$ cat src/rtl/proc_ctrl.sv
// Control sequencer for the 8-bit processor: fetches an opcode into IR and steps R0-R7/A/G load enables, bus selects and add/sub.
// Latency: mv/mvi finish (done) in the cycle after fetch (T1); add/sub finish three cycles after fetch (T3).
// Backpressure: none; run is only sampled in T0, and busy flags that a new request would be ignored.
//
// Ports:
//   clk, rst_n  - clock (rising edge) and asynchronous active-low reset
//   run, din    - start request and instruction word (T0) / immediate operand (T1 of mvi)
//   done, busy  - last-cycle pulse of each instruction; high while not in T0
//   ir_load     - IR capture strobe
//   rin/ain/gin - load enables for R0-R7 (one-hot), A and G; addsub selects subtract into G
//   sel_reg/sel_g/sel_din - one-hot bus source select
//   instr_cnt   - wrapping count of completed instructions
module proc_ctrl #(
    parameter int DW = 8
) (
    input  logic          clk,
    input  logic          rst_n,
    input  logic          run,
    input  logic [DW-1:0] din,
    output logic          done,
    output logic          busy,
    output logic          ir_load,
    output logic [7:0]    rin,
    output logic          ain,
    output logic          gin,
    output logic          addsub,
    output logic [7:0]    sel_reg,
    output logic          sel_g,
    output logic          sel_din,
    output logic [7:0]    instr_cnt
);

    typedef enum logic [1:0] {T0 = 2'd0, T1 = 2'd1, T2 = 2'd2, T3 = 2'd3} state_t;

    localparam logic [1:0] OP_MV  = 2'b00;
    localparam logic [1:0] OP_MVI = 2'b01;

    state_t     state;
    logic [7:0] ir;
    logic [1:0] op;
    logic [2:0] rx;
    logic [2:0] ry;

    assign op = ir[7:6];
    assign rx = ir[5:3];
    assign ry = ir[2:0];

    always_ff @(posedge clk or negedge rst_n) begin
        if (!rst_n) begin
            state     <= T0;
            ir        <= 8'h00;
            instr_cnt <= 8'h00;
        end else begin
            case (state)
                T0: begin
                    if (run) begin
                        ir    <= din[7:0];
                        state <= T1;
                    end
                end
                // op[1] distinguishes the two-step moves from the ALU ops
                T1: state <= op[1] ? T2 : T0;
                T2: state <= T3;
                T3: state <= T0;
            endcase
            if (done) begin
                instr_cnt <= instr_cnt + 8'd1;
            end
        end
    end

    // Reset gating keeps the strobe low while rst_n is held, even if run is high.
    assign ir_load = rst_n && (state == T0) && run;
    assign busy    = (state != T0);

    always_comb begin
        done    = 1'b0;
        rin     = 8'h00;
        ain     = 1'b0;
        gin     = 1'b0;
        addsub  = 1'b0;
        sel_reg = 8'h00;
        sel_g   = 1'b0;
        sel_din = 1'b0;
        case (state)
            T0: ;
            T1: begin
                if (op == OP_MV) begin
                    sel_reg = 8'h01 << ry;
                    rin     = 8'h01 << rx;
                    done    = 1'b1;
                end else if (op == OP_MVI) begin
                    sel_din = 1'b1;
                    rin     = 8'h01 << rx;
                    done    = 1'b1;
                end else begin
                    sel_reg = 8'h01 << rx;
                    ain     = 1'b1;
                end
            end
            T2: begin
                sel_reg = 8'h01 << ry;
                gin     = 1'b1;
                addsub  = ir[6];
            end
            T3: begin
                sel_g = 1'b1;
                rin   = 8'h01 << rx;
                done  = 1'b1;
            end
        endcase
    end

endmodule

$ cat config.mk
export PLATFORM = sky130hd
export DESIGN_NAME = proc_ctrl
export DESIGN_NICKNAME = d
export VERILOG_FILES = /design/src/rtl/proc_ctrl.sv
export SDC_FILE = /design/constraint.sdc
export NUM_CORES = 1
export LEC_CHECK = 0
export CAP_MARGIN = 0
export CORE_MARGIN = 2
export CORE_UTILIZATION = 40
export DETAILED_ROUTE_END_ITERATION = 8
export HOLD_SLACK_MARGIN = 0.05
export PLACE_DENSITY = 0.83
export SLEW_MARGIN = 0
export SYNTH_ARGS = -nofsm -noshare
export SYNTH_HDL_FRONTEND = slang
export SYNTH_SLANG_ARGS = --single-unit
$ cat constraint.sdc
create_clock -name clk -period 2.3 [get_ports clk]
set_clock_uncertainty 0.2 [all_clocks]
set_input_delay 0.46 -clock clk [delete_from_list [all_inputs] [get_ports clk]]
set_output_delay 0.46 -clock clk [all_outputs]
set_load 0.02 [all_outputs]
==> out/results.tsv <==
metric	value	unit
fin_area	0.00173	mm2
antenna_found_initial	0	
grt_max_degree	19	
fin_ws	-148	ps
drc_errors	0	
r2r_slack	310	ps
synth_cell_types	29	
num_antenna_cells	0	
r2r_cells	8	
synthArstFlopShare	100	%
grt_pass1_vias	969	
pre_cts_ws	-334	ps
max_slew_margin	74.8	%
cp_max_fo	3	
hold_viol	0	
grt_remaining_overflow	0	
synth_area_per_cell	11.0	um2
crit_path_top_delay_cell	dfrtp_1	
total_power	2.59	mW
ios	43	
violations	setup timing	
wl_per_cell	15.4	um
cts_made_buffers	3	
yosysTopAreaCell	dfrtp_1	
cp-start-kind	flip-flop	
clockRootBuffer	clkbuf_4	
clk_pin_slew	100	ps
synth_area	0.00103	mm2
endpoint_kind	output pin	
place.gp.congestion	0.833	
ant_nets	0	
clk_path_buf_depth	2	
grt_pass1_wl	4.49	mm
ys_warn_count	0	
cts_hold_repair.buffers	0	
drt_iter0_markers	25	
min_period	2450	ps
synth_flop_cell	dfrtp_1	
hp-class	reg -> reg	
dp_hpwl	2.23	mm
initial_utilization	42.1	%
rsz0062_at_grt	yes	
area_delta_synth_final	67.2	%
postPlaceCellArea	0.00161	mm2
holdWs	285	ps
nets	178	
via_per_inst	5.40	
syn_inst	94	
dr.pass1.iters	4	
worstMarginPinSlew	378	ps
drt_wl_total	2.94	mm
cp_num_buf_inv	2	
core_area	0.00245	mm2
max_freq	409	MHz
run_status	finished with violations	
worst-endpoint-arrival	1790	ps
yosys-top-cells-area	dfrtp_1, mux2_2, ha_1	
drive_gt1_share	50.3	%
yosysSeqAreaShare	43.6	%
cts_tree	yes	
cp_top_family	simple AND/OR/NAND/NOR gates	
dr_total_vias	1032	
die_width	54.8	um
cp.depth	6	
ir_worst_vdd	1.20	mV
crit_required	1640	ps
synth_top_area_share	43.6	%
path_cells	inv_2 > ha_4 > nand4b_1 > or3_1 > o31ai_2 > buf_4	
cap_viol_max_count	0	
chipHeight	54.8	um
synth.net_count	110	
dieArea	0.00301	mm2
power.density	1500	mW/mm2
max_stage_delay	410	ps
clk_latency	280	ps
setup_viol	15	
htreeDepth	1	
cts.sinks	18	
synth_edf_count	0	
maxSlewViolCount	0	
p_leak	0.777	nW
portBuffers	42	
r2r-start	state[0]	
synth_seq_cells	18	
grt_usage	21.2	%
r2r_end	instr_cnt[1]	
min_period_over_period	106	%
crit_end	sel_reg[0]	
startpoint	state[0]	
crit_type	reg -> out	
rows	18	
utilization	70.4	%
-- registers in the layout, summed over array words and instances, names as in the netlist, named ones only --
name	flops
instr_cnt	8
ir	8
state	1
-- power breakdown --
group          total (mW)  switching (mW)  leakage (nW)  internal, mW
Sequential          0.667           0.206         0.221         0.462
Clock               0.189          0.0932        0.0210        0.0963
Combinational        1.73           0.857         0.535         0.878
-- area by class of cell --
class | instances | area, um2
clock buffers | 4 | 36.3
inverters | 4 | 15.0
repair buffers | 64 | 504
fillers | 170 | 727
multi-input cells | 71 | 684
flip-flops and latches | 18 | 450
well taps | 30 | 37.5
-- cells in the final DEF (no fill, tap or decap), types with 2 or more instances in the layout --
cell             Yosys  layout
inv_2                0       2
o21ai_1              5       3
nand2_1              2       2
xnor2_1              7       7
o32ai_2              0       3
nand2b_1             2       2
dfrtp_1             18      18
clkdlybuf4s50_1      0      18
nor2_1               6       5
ha_4                 0       2
o2111ai_1            4       4
and2_1               2       2
dlygate4sd2_1        0       2
clkbuf_4             0       3
inv_1                4       2
mux2_2               9       9
nor3_2               0       4
clkbuf_2             0       2
buf_4                0      29
and3_1               3       3
buf_2                0      11
nand3b_1             2       2
ha_2                 0       2
o22ai_1              3       3
-- repair_timing --
action / CTS / global route
hold endpoints to repair: 0 / 0
pin swaps: 3 / 0
buffers inserted: 2 / 3
gates resized for setup: 113 / 14
setup endpoints to repair: 24 / 21
-- metrics by stage --
step / TNS, ps / cells
after global routing: -2260 / 191
after detailed placement: -4150 / 182
after global placement: -2820 / 182
final: -889 / 191
after floorplan: 0 / 94
after CTS: -586 / 188
-- worst min path at each step --
stage,startpoint,to,cells past startpoint
after floorplan,rst_n,async pin,0
after global placement,instr_cnt[7],instr_cnt[7],1
after detailed placement,instr_cnt[7],instr_cnt[7],1
after CTS,instr_cnt[7],instr_cnt[7],1
after global routing,instr_cnt[7],instr_cnt[7],1
final,instr_cnt[7],instr_cnt[7],1
-- kinds of logic after synthesis --
kind of cell,Yosys count,synth area share (%)
xor gates and xnor gates,7,5.93
and+or+nand+nor,31,18.4
buffers and inverters,5,2.54
muxes,10,11.3
adders and majority gates,5,6.05
DFF,18,43.6
AOI/OAI and AO/OA,18,12.2
-- synthesized netlist by cell type (3+ instances only) --
library cell and instances:
o2111ai_1 4, dfrtp_1 18, and3_1 3, ha_1 5, mux2_2 9, o21ai_1 5
o32ai_1 4, inv_1 4, nor2_1 6, nor3_1 4, o22ai_1 3, xnor2_1 7
-- layer usage --
| metal | vias to the layer above | GRT usage [%] | part of all wire [%] |
|---|---|---|---|
| met5 | - | 0 | 0 |
| met4 | 0 | 9.17 | 2.2 |
| met3 | 4 | 3.28 | 3.2 |
| met2 | 29 | 33.7 | 51 |
| met1 | 513 | 28.4 | 43 |
| li1 | 486 | - | - |
No activity file was read; power rests on OpenSTA's default activity.
